$ cat src/rtl/vga_fetch_arbiter.sv
// rtl/vga_fetch_arbiter.sv - single RAM port shared between the VGA framebuffer fetch and the CPU
module vga_fetch_arbiter #(
   parameter int DATA_WIDTH              = 16,
   parameter int ADDR_WIDTH              = 8,
   parameter int BITS_PER_MEMORY_PIXEL_X = 4,
   parameter int BITS_PER_MEMORY_PIXEL_Y = 4,
   parameter int WORDS_PER_ROW           = 2,
   parameter int ROWS                    = 24,
   parameter int FB_BASE                 = 0
) (
   input  logic                  CLK_50,
   input  logic                  RESET,
   input  logic [9:0]            pixel_x,
   input  logic [9:0]            pixel_y,
   input  logic                  cpu_req,
   input  logic                  cpu_we,
   input  logic [ADDR_WIDTH-1:0] cpu_addr,
   input  logic [DATA_WIDTH-1:0] cpu_wdata,
   output logic [DATA_WIDTH-1:0] cpu_rdata,
   output logic                  cpu_ack,
   output logic [ADDR_WIDTH-1:0] mem_addr,
   output logic                  mem_we,
   output logic [DATA_WIDTH-1:0] mem_wdata,
   input  logic [DATA_WIDTH-1:0] mem_rdata,
   output logic [DATA_WIDTH-1:0] pixel_word,
   output logic [7:0]            miss_count
);

   localparam int L = $clog2(DATA_WIDTH) + BITS_PER_MEMORY_PIXEL_X;
   localparam logic [9:0]            WPR_C    = 10'(WORDS_PER_ROW);
   localparam logic [9:0]            WLAST_C  = 10'(WORDS_PER_ROW - 1);
   localparam logic [9:0]            ROWS_C   = 10'(ROWS);
   localparam logic [10:0]           ROWS11_C = 11'(ROWS);
   localparam logic [ADDR_WIDTH-1:0] BASE_C   = ADDR_WIDTH'(FB_BASE);
   localparam logic [ADDR_WIDTH-1:0] WPRA_C   = ADDR_WIDTH'(WORDS_PER_ROW);

   typedef enum logic [1:0] {S_IDLE, S_RD_ISSUE, S_RD_DATA, S_WR} state_t;
   typedef enum logic [1:0] {SRC_VGA, SRC_CPU, SRC_PF} src_t;

   state_t                state_q, state_d;
   src_t                  src_q, src_d;
   logic [ADDR_WIDTH-1:0] tag_q, tag_d;
   logic [ADDR_WIDTH-1:0] mem_addr_q, mem_addr_d;
   logic                  mem_we_q, mem_we_d;
   logic [DATA_WIDTH-1:0] mem_wdata_q, mem_wdata_d;
   logic [DATA_WIDTH-1:0] cpu_rdata_q, cpu_rdata_d;
   logic                  cpu_ack_q, cpu_ack_d;
   logic [DATA_WIDTH-1:0] cur_word_q, cur_word_d, nxt_word_q, nxt_word_d;
   logic [ADDR_WIDTH-1:0] cur_tag_q, cur_tag_d, nxt_tag_q, nxt_tag_d;
   logic                  cur_valid_q, cur_valid_d, nxt_valid_q, nxt_valid_d;
   logic [DATA_WIDTH-1:0] pixel_word_q, pixel_word_d;
   logic [7:0]            miss_q, miss_d;

   logic [9:0]            w_col, r_row;
   logic [10:0]           y_inc, r_nxt;
   logic                  active, hit, swap, vga_dem, pf_need;
   logic [ADDR_WIDTH-1:0] dem_addr, pf_addr;

   assign w_col    = pixel_x >> L;
   assign r_row    = pixel_y >> BITS_PER_MEMORY_PIXEL_Y;
   assign y_inc    = {1'b0, pixel_y} + 11'd1;
   assign r_nxt    = y_inc >> BITS_PER_MEMORY_PIXEL_Y;
   assign active   = (w_col < WPR_C) && (r_row < ROWS_C);
   assign dem_addr = BASE_C + ADDR_WIDTH'(r_row) * WPRA_C + ADDR_WIDTH'(w_col);

   // Prefetch target: next word on this row, else first word of the next memory row (wrapping to the top)
   always_comb begin
      pf_addr = BASE_C;
      if (active && (w_col < WLAST_C)) begin
         pf_addr = dem_addr + 1'b1;
      end else if (r_nxt < ROWS11_C) begin
         pf_addr = BASE_C + ADDR_WIDTH'(r_nxt) * WPRA_C;
      end
   end

   assign hit     = cur_valid_q && (cur_tag_q == dem_addr);
   assign swap    = active && !hit && nxt_valid_q && (nxt_tag_q == dem_addr);
   assign vga_dem = active && !hit && !swap;
   assign pf_need = !(nxt_valid_q && (nxt_tag_q == pf_addr)) && !(cur_valid_q && (cur_tag_q == pf_addr));

   // Scheduler, buffer management and display outputs
   always_comb begin
      state_d      = state_q;
      src_d        = src_q;
      tag_d        = tag_q;
      mem_addr_d   = mem_addr_q;
      mem_we_d     = 1'b0;
      mem_wdata_d  = mem_wdata_q;
      cpu_rdata_d  = cpu_rdata_q;
      cpu_ack_d    = 1'b0;
      cur_word_d   = cur_word_q;
      cur_tag_d    = cur_tag_q;
      cur_valid_d  = cur_valid_q;
      nxt_word_d   = nxt_word_q;
      nxt_tag_d    = nxt_tag_q;
      nxt_valid_d  = nxt_valid_q;
      pixel_word_d = (active && hit) ? cur_word_q : '0;
      miss_d       = (vga_dem && (miss_q != 8'hFF)) ? miss_q + 8'd1 : miss_q;

      if (swap) begin
         cur_word_d  = nxt_word_q;
         cur_tag_d   = nxt_tag_q;
         cur_valid_d = 1'b1;
         nxt_valid_d = 1'b0;
      end

      case (state_q)
         S_IDLE: begin
            if (vga_dem) begin
               src_d      = SRC_VGA;
               tag_d      = dem_addr;
               mem_addr_d = dem_addr;
               state_d    = S_RD_ISSUE;
            end else if (cpu_req && !cpu_ack_q) begin
               // cpu_req is ignored while ack is showing so a held request is not issued twice
               src_d      = SRC_CPU;
               tag_d      = cpu_addr;
               mem_addr_d = cpu_addr;
               if (cpu_we) begin
                  mem_we_d    = 1'b1;
                  mem_wdata_d = cpu_wdata;
                  state_d     = S_WR;
               end else begin
                  state_d = S_RD_ISSUE;
               end
            end else if (pf_need) begin
               src_d      = SRC_PF;
               tag_d      = pf_addr;
               mem_addr_d = pf_addr;
               state_d    = S_RD_ISSUE;
            end
         end
         S_RD_ISSUE: state_d = S_RD_DATA;
         S_RD_DATA: begin
            state_d = S_IDLE;
            case (src_q)
               SRC_VGA: begin
                  cur_word_d  = mem_rdata;
                  cur_tag_d   = tag_q;
                  cur_valid_d = 1'b1;
               end
               SRC_PF: begin
                  nxt_word_d  = mem_rdata;
                  nxt_tag_d   = tag_q;
                  nxt_valid_d = 1'b1;
               end
               default: begin
                  cpu_rdata_d = mem_rdata;
                  cpu_ack_d   = 1'b1;
               end
            endcase
         end
         S_WR: begin
            // Checked after any swap this cycle so a word moved into cur is still caught
            state_d   = S_IDLE;
            cpu_ack_d = 1'b1;
            if (cur_tag_d == mem_addr_q) cur_valid_d = 1'b0;
            if (nxt_tag_d == mem_addr_q) nxt_valid_d = 1'b0;
         end
         default: state_d = S_IDLE;
      endcase
   end

   // State register; reset aborts any transaction in flight without an ack
   always_ff @(posedge CLK_50 or posedge RESET) begin
      if (RESET) begin
         state_q      <= S_IDLE;
         src_q        <= SRC_VGA;
         tag_q        <= '0;
         mem_addr_q   <= '0;
         mem_we_q     <= 1'b0;
         mem_wdata_q  <= '0;
         cpu_rdata_q  <= '0;
         cpu_ack_q    <= 1'b0;
         cur_word_q   <= '0;
         cur_tag_q    <= '0;
         cur_valid_q  <= 1'b0;
         nxt_word_q   <= '0;
         nxt_tag_q    <= '0;
         nxt_valid_q  <= 1'b0;
         pixel_word_q <= '0;
         miss_q       <= '0;
      end else begin
         state_q      <= state_d;
         src_q        <= src_d;
         tag_q        <= tag_d;
         mem_addr_q   <= mem_addr_d;
         mem_we_q     <= mem_we_d;
         mem_wdata_q  <= mem_wdata_d;
         cpu_rdata_q  <= cpu_rdata_d;
         cpu_ack_q    <= cpu_ack_d;
         cur_word_q   <= cur_word_d;
         cur_tag_q    <= cur_tag_d;
         cur_valid_q  <= cur_valid_d;
         nxt_word_q   <= nxt_word_d;
         nxt_tag_q    <= nxt_tag_d;
         nxt_valid_q  <= nxt_valid_d;
         pixel_word_q <= pixel_word_d;
         miss_q       <= miss_d;
      end
   end

   assign cpu_rdata  = cpu_rdata_q;
   assign cpu_ack    = cpu_ack_q;
   assign mem_addr   = mem_addr_q;
   assign mem_we     = mem_we_q;
   assign mem_wdata  = mem_wdata_q;
   assign pixel_word = pixel_word_q;
   assign miss_count = miss_q;

endmodule

$ cat config.mk
export PLATFORM = sky130hd
export DESIGN_NAME = vga_fetch_arbiter
export DESIGN_NICKNAME = d
export VERILOG_FILES = /design/src/rtl/vga_fetch_arbiter.sv
export SDC_FILE = /design/constraint.sdc
export NUM_CORES = 1
export LEC_CHECK = 0
export ABC_AREA = 1
export BUFFER_PORTS_ARGS = -buffer_cell sky130_fd_sc_hd__buf_2
export CORE_MARGIN = 4
export CORE_UTILIZATION = 59
export DETAILED_ROUTE_END_ITERATION = 6
export PLACE_DENSITY = 0.85
export SLEW_MARGIN = 40
export SYNTH_ARGS = -nofsm -noshare
export SYNTH_HDL_FRONTEND = slang
export SYNTH_SLANG_ARGS = --single-unit
$ cat constraint.sdc
create_clock -name CLK_50 -period 5.8 [get_ports CLK_50]
set_clock_uncertainty 0.15 [all_clocks]
set_input_delay 0.29 -clock CLK_50 [delete_from_list [all_inputs] [get_ports CLK_50]]
set_output_delay 0.29 -clock CLK_50 [all_outputs]
set_load 0.005 [all_outputs]
# Word-level counts from Yosys, hierarchy flattened
# Index checks and enable logic that the tools add are counted.
dict set report totals {
  out_inout_bits 66
  inputBits 64
  register_bits 120
}
dict set report classes {
  eq_ne 12
  order_cmp 4
  n_mux 34
  n_reduce_logical 27
  addsub 4
  bitwise 2
}
# op n
set ops {}
lappend ops {{16-bit 2-to-1 mux} 4}
lappend ops {{8-bit 2-to-1 mux} 8}
lappend ops {{8-bit == test} 6}
lappend ops {{8-bit by 1-bit adder with 8-bit output (second input constant)} 2}
lappend ops {{2-bit 2-to-1 mux} 7}
lappend ops {{1-bit logical AND} 13}
lappend ops {{10-bit by 1-bit adder with 11-bit output (second input constant)} 1}
lappend ops {{1-bit 2-to-1 mux} 11}
lappend ops {{7-bit by 2-bit adder with 8-bit output} 1}
lappend ops {{8-bit inequality test (second input constant)} 1}
lappend ops {{7-bit by 5-bit less-than comparator with 1-bit output (second input constant)} 1}
lappend ops {{2-bit == test (second input constant)} 3}
lappend ops {{6-bit by 5-bit less-than comparator with 1-bit output (second input constant)} 1}
lappend ops {{1-bit one-hot mux with 2 select lines} 3}
lappend ops {{2-bit one-hot mux with 3 select lines} 1}
lappend ops {{2-bit AND reduction} 3}
lappend ops {{1-bit zero test} 5}
lappend ops {{2-bit zero test} 2}
lappend ops {{4-bit inequality test (second input constant)} 1}
lappend ops {{4-bit AND reduction} 1}
lappend ops {{2-bit OR reduction} 2}
lappend ops {{3-bit nonzero test} 1}
lappend ops {{2-bit by 1-bit == test with 1-bit output (second input constant)} 1}
lappend ops {{2-bit by 1-bit less-than comparator with 1-bit output (second input constant)} 1}
lappend ops {{2 further kinds} 3}

# Longest topological paths before layout
dict set report logic_depth {
  ltp_word 12
  ltp_mapped 19
  ltp_nobuf 19
}

# Worst setup path after synthesis
# No wires, ideal clock.
dict set report synth_path {
  kind {input to register}
  start {input pixel_x[9]}
  end {register cur_valid_q}
  arrival_time_ns 2.174
  stages 16
  setup_time_ns 0.115
  path_buffers 1
  required_time_ns 5.535
  path_slack_ns 3.360
  path_cell_list {ha_1 ha_1 nand2_1 nand2_1 nor2_1 nand2_1 nor2_1 nand3_2 nor2_8 nand3_4 buf_6 nand2_1 xor2_1 nand3_1 nor2_1 nor2_1}
}
dict set report synth_between {
  elab_chain_cells 11
  elab_cells_between_ends 16
  cone_classes {add/sub: 1; order compare: 1; eq/ne: 3; mux: 5; reduce/logical: 6}
}
# element line
set synth_lines {}
lappend synth_lines {{from (decl)} 13} ;# input logic [9:0] pixel_x,
lappend synth_lines {{7-bit by 2-bit adder with 8-bit output} 64} ;# assign dem_addr = BASE_C + ADDR_WIDTH'(r_row) * WPRA_C + ADDR_WIDTH'(w_col);
lappend synth_lines {{8-bit == test} 76} ;# assign hit = cur_valid_q && (cur_tag_q == dem_addr);
lappend synth_lines {{1-bit logical AND} 76}
lappend synth_lines {{1-bit zero test} 77} ;# assign swap = active && !hit && nxt_valid_q && (nxt_tag_q == dem_addr);
lappend synth_lines {{1-bit logical AND (2 in series)} 77}
lappend synth_lines {{1-bit logical AND *} 77}
lappend synth_lines {{8-bit 2-to-1 mux} 100} ;# if (swap) begin
lappend synth_lines {{8-bit == test} 157} ;# if (cur_tag_d == mem_addr_q) cur_valid_d = 1'b0;
lappend synth_lines {{1-bit 2-to-1 mux} 157}
lappend synth_lines {{1-bit one-hot mux with 2 select lines *} 107} ;# case (state_q)
lappend synth_lines {{net cur_valid_d} 50} ;# logic cur_valid_q, cur_valid_d, nxt_valid_q, nxt_valid_d;
lappend synth_lines {{to (signal assigned)} 194} ;# cur_valid_q <= cur_valid_d;
lappend synth_lines {{to (decl)} 50}
# The timed path passes the listed nets; every way through them passes the cells marked *.
# A chain may end at the register's enable or synchronous reset.

# Worst setup path after layout
dict set report layout_path {
  start {input pixel_y[4]}
  end {register cur_word_q[1]}
}
dict set report layout_between {
  elab_chain_cells 10
  elab_cells_between_ends 13
  cone_classes {add/sub: 1; order compare: 1; eq/ne: 2; mux: 3; reduce/logical: 6}
}
# element line
set layout_lines {}
lappend layout_lines {{from (decl)} 14} ;# input logic [9:0] pixel_y,
lappend layout_lines {{7-bit by 2-bit adder with 8-bit output} 64}
lappend layout_lines {{8-bit == test} 76}
lappend layout_lines {{1-bit logical AND} 76}
lappend layout_lines {{1-bit zero test} 77}
lappend layout_lines {{1-bit logical AND (2 in series)} 77}
lappend layout_lines {{1-bit logical AND *} 77}
lappend layout_lines {{16-bit 2-to-1 mux *} 100}
lappend layout_lines {{16-bit 2-to-1 mux} 136} ;# case (src_q)
lappend layout_lines {{16-bit 2-to-1 mux *} 107}
lappend layout_lines {{net cur_word_d[1]} 48} ;# logic [DATA_WIDTH-1:0] cur_word_q, cur_word_d, nxt_word_q, nxt_word_d;
lappend layout_lines {{to (signal assigned)} 192} ;# cur_word_q <= cur_word_d;
lappend layout_lines {{to (decl)} 48}
# Marks and branches as above.

==> flow_summary.rst <==
.. list-table::
   :header-rows: 1

   * - Metric
     - Value
   * - Power density over cell area
     - 489 mW/mm2
   * - Hold crit path type
     - input port to flop
   * - Flop-to-flop setup slack
     - 3070 ps
   * - Synthesized-area fraction occupied by adder cells
     - 0.802%
   * - Data arrival at the endpoint of the critical path
     - 3090 ps
   * - Fraction of final layout cells with drive strength greater than 1
     - 19.4%
   * - Mapped Avg Cell Area
     - 7.62 um2
   * - CTS clk-pin slew, worst paths
     - 60 ps
   * - GR met2 Demand/Resource
     - 54.5%
   * - Final count of negative-setup-slack endpoints
     - 0
   * - End of the worst register-to-register path
     - cur_word_q[1]
   * - Number of antenna violations at the first check in global routing
     - 0
   * - Slew of the pin with the lowest slew margin
     - 810 ps
   * - Post-synth design cell area
     - 0.00624 mm2
   * - DIE WIDTH
     - 111 um
   * - 1st-pass router iterations
     - 5
   * - Hold Fails Final Rpt
     - 0
   * - RD Place Congestion
     - 0.936
   * - Via count of the first global-routing pass
     - 6396
   * - Area fraction in compound gates after synthesis
     - 11.0%
   * - Area growth from synthesis to layout
     - 26.0%
   * - Most heavily used metal layer in global routing
     - met2
   * - Number of buffers created by CTS
     - 17
   * - Cell count after synthesis
     - 819
   * - Final ANT Viol Nets
     - 0
   * - Min cycle time layout
     - 2790 ps
   * - Number of unique standard cell types used by synthesis
     - 40
   * - Setup_tns
     - 0 ps
   * - Number of gates resized after cts
     - 0
   * - TritonCTS clock tree
     - yes
   * - Fraction of synthesized area in multiplexers
     - 0%
   * - Leakage
     - 0.00436 uW
   * - Final Instance Count excl. Fillers
     - 1120
   * - First-pass GRT wire length
     - 31400 um
   * - Worst r2r path cells
     - 14
   * - Total Routed Length
     - 19400 um
   * - Final worst path period share
     - 48.1%
   * - Number of clock sinks
     - 120
   * - Last element of the critical path
     - cur_word_q[1]
   * - Number of primary I/O pins
     - 130
   * - Count of yosys warnings during synthesis
     - 0
   * - Placeable core region
     - 0.0103 mm2
   * - Detailed Place HPWL
     - about 11000 um
   * - Filler instances
     - 665
   * - Result of the run
     - finished clean
   * - Largest family of logic cells by synthesized area
     - simple AND/OR/NAND/NOR gates
   * - Worst rel slew slack
     - between 40% and 50%
   * - Launching element type of the critical path
     - input port
   * - Starting DRC count in detailed routing
     - 651
   * - Residual DRC
     - 0
   * - Vias/cell
     - 5.66
   * - Final net count
     - 1039
   * - Antenna diode count
     - 0
   * - Sequential area share after synthesis
     - 48.1%
   * - Avg WL per Cell
     - approximately 17 um
   * - Cell total after placement
     - about 1100
   * - Total area of multi-input combinational cells
     - roughly 0.0027 mm2
   * - H-tree depth reported by CTS
     - 4
   * - Kind of capture point of the worst setup path
     - flop
   * - Worst flop-to-flop path startpoint
     - nxt_tag_q[2]
   * - RSZ-0062 raised after global routing
     - no
   * - #FFs+latches synth
     - 120
   * - Worst setup path category
     - input port to flop
   * - Starting Density
     - between 60% and 70%
   * - Die Ht
     - 111 um
   * - Synth Area in Simple Gates
     - approximately 30%
   * - FF+latch area
     - 0.00300 mm2
   * - Residual overflow from global routing
     - 0
   * - Vias
     - 6342
   * - Reported max-cap violation count
     - 0
   * - Maximum number of pins on one net before global-route repair
     - 84
   * - XOR/XNOR Fraction of Synth Area
     - 1.68%
   * - Area of the die
     - about 0.012 mm2
   * - Fmax
     - 359 MHz
   * - Post-Synthesis Net Count
     - 887
   * - Clk Latency, worst-skew pair
     - 520 ps
   * - Row cnt
     - 37
   * - Deepest clock path buffer count
     - 2
   * - Launching instance or port of the critical path
     - pixel_y[4]
   * - Data required time at the worst endpoint
     - 6100 ps
   * - Met3 track utilization from global routing
     - 5.68%
   * - Global-route track usage on met1
     - 38.4%
   * - GRT Resource Usage Total
     - 31.8%
   * - Max-slew violation count
     - 0
   * - Number of I/O port buffers
     - between 100 and 150
   * - Post-layout util
     - roughly 76%
   * - Peak supply drop
     - around 0.35 mV
   * - CP Max Fanout
     - 32
   * - Root buf cell
     - sky130_fd_sc_hd__clkbuf_8
[where the power goes]
group / internal, uW / switching [uW] / leakage [uW]
Sequential: 1170 / 295 / 0.00149
Combinational: 482 / 837 / 0.00259
Clock: 647 / 421 / 0.000289
Total: 2300 / 1550 / 0.00436
[state kept, by name, indices dropped and copies added (netlist names)]
signal and count:
cur_valid_q 1, cpu_rdata 16, cpu_ack 1, mem_wdata 16, mem_we 1, cur_word_q 16, nxt_valid_q 1, mem_addr 8
miss_count 8, state_q 2, nxt_tag_q 8, pixel_word 16, cur_tag_q 8, src_q 2, nxt_word_q 16
[metrics by stage]
step	cell area, um2	setup WS [ps]	total power, uW	hold WS [ps]
after floorplan	6240	2170	2200	250
after global placement	6910	2480	2570	189
after detailed placement	6910	2410	2620	196
after CTS	7850	2850	3730	13.9
after global routing	7870	2740	4080	70.6
final	7870	3010	3850	7.69
[Yosys cell counts, drive strengths merged]
cell type    n  area (um2)
clkbuf      16        60.1
a31oi        2        27.5
nand3b       2        15.0
and3         2        12.5
nor2        71         303
a21boi       1        7.51
xnor2        5        43.8
a21oi       32         160
clkinv       2        8.75
o2111ai      3        26.3
dfrtp      120        3000
inv        108         408
nand4       14         103
o21ai       76         388
o221ai       2        17.5
nand2      256         981
o21a         1        7.51
nor3         1        5.00
nand3       75         415
and2         1        6.26
xor2         7        61.3
o211ai       7        52.6
nor4         1        6.26
ha           4        50.1
buf         10        75.1
[area by class of cell]
type / instances / share of cell area [%]
clock inverters: 13 / 1.99
multi-input cells: 563 / 34.2
repair buffers: 159 / 12.5
flip-flops and latches: 120 / 38.2
well taps: 136 / 2.16
inverters: 110 / 5.33
clock buffers: 19 / 5.61
[worst min-delay path by stage]
stage,start,to,cells past startpoint
4_1_cts,cpu_addr[0],mem_addr[0],5
2_1_floorplan,cpu_wdata[0],mem_wdata[0],2
3_5_place_dp,RESET,miss_count[1],2
6_report,cpu_addr[0],mem_addr[0],5
3_3_place_gp,RESET,miss_count[3],2
5_1_grt,cpu_addr[0],mem_addr[0],5
[cells in the final DEF (no fill, tap or decap), types with 4 or more instances in the layout]
master,n
sky130_fd_sc_hd__nand2_1,247
sky130_fd_sc_hd__buf_2,121
sky130_fd_sc_hd__dfrtp_1,120
sky130_fd_sc_hd__inv_1,101
sky130_fd_sc_hd__o21ai_0,70
sky130_fd_sc_hd__nand3_1,70
sky130_fd_sc_hd__nor2_1,63
sky130_fd_sc_hd__dlygate4sd3_1,34
sky130_fd_sc_hd__a21oi_1,32
sky130_fd_sc_hd__clkbuf_16,16
sky130_fd_sc_hd__nand4_1,13
sky130_fd_sc_hd__nand2_2,9
sky130_fd_sc_hd__xor2_1,7
sky130_fd_sc_hd__o211ai_1,7
sky130_fd_sc_hd__nor2_2,6
sky130_fd_sc_hd__inv_6,6
sky130_fd_sc_hd__inv_2,5
sky130_fd_sc_hd__xnor2_1,5
sky130_fd_sc_hd__o21ai_1,4
sky130_fd_sc_hd__ha_1,4
[cell families (layout without fill, tap and decap cells)]
family | after synthesis | count (layout)
DFF | 120 | 120
xor gates and xnor gates | 12 | 12
adders and majority gates | 4 | 4
buffers and inverters | 136 | 301
and+or+nand+nor | 423 | 423
AOI/OAI and AO/OA | 124 | 124
[worst max-delay path, cell delays in order]
cell	delay, ps
sky130_fd_sc_hd__buf_2	130
sky130_fd_sc_hd__ha_1	240
sky130_fd_sc_hd__ha_1	330
sky130_fd_sc_hd__inv_2	70
sky130_fd_sc_hd__nand2_1	90
sky130_fd_sc_hd__nand2_1	130
sky130_fd_sc_hd__nand2_1	90
sky130_fd_sc_hd__nand2_1	50
sky130_fd_sc_hd__nor2_1	120
sky130_fd_sc_hd__nand3_2	130
sky130_fd_sc_hd__nor2_8	180
sky130_fd_sc_hd__nand3_4	220
sky130_fd_sc_hd__inv_2	480
sky130_fd_sc_hd__a21oi_1	160
sky130_fd_sc_hd__o21ai_0	130
sky130_fd_sc_hd__o21ai_0	150
sky130_fd_sc_hd__inv_1	90
[metal layers]
| metal | routed length (um) | up-vias |
|---|---|---|
| met5 | 0 | - |
| met2 | 9750 | 355 |
| met3 | 1450 | 86 |
| met1 | 7310 | 2982 |
| met4 | 925 | 0 |
| li1 | - | 2919 |
[repair_timing]
item | 4_1_cts | 5_1_grt
setup buffers | 0 | 0
endpoints found under the hold margin | 101 | 0
hold buffers | 34 | 0
Note: power is estimated with default switching activity, not from simulation.
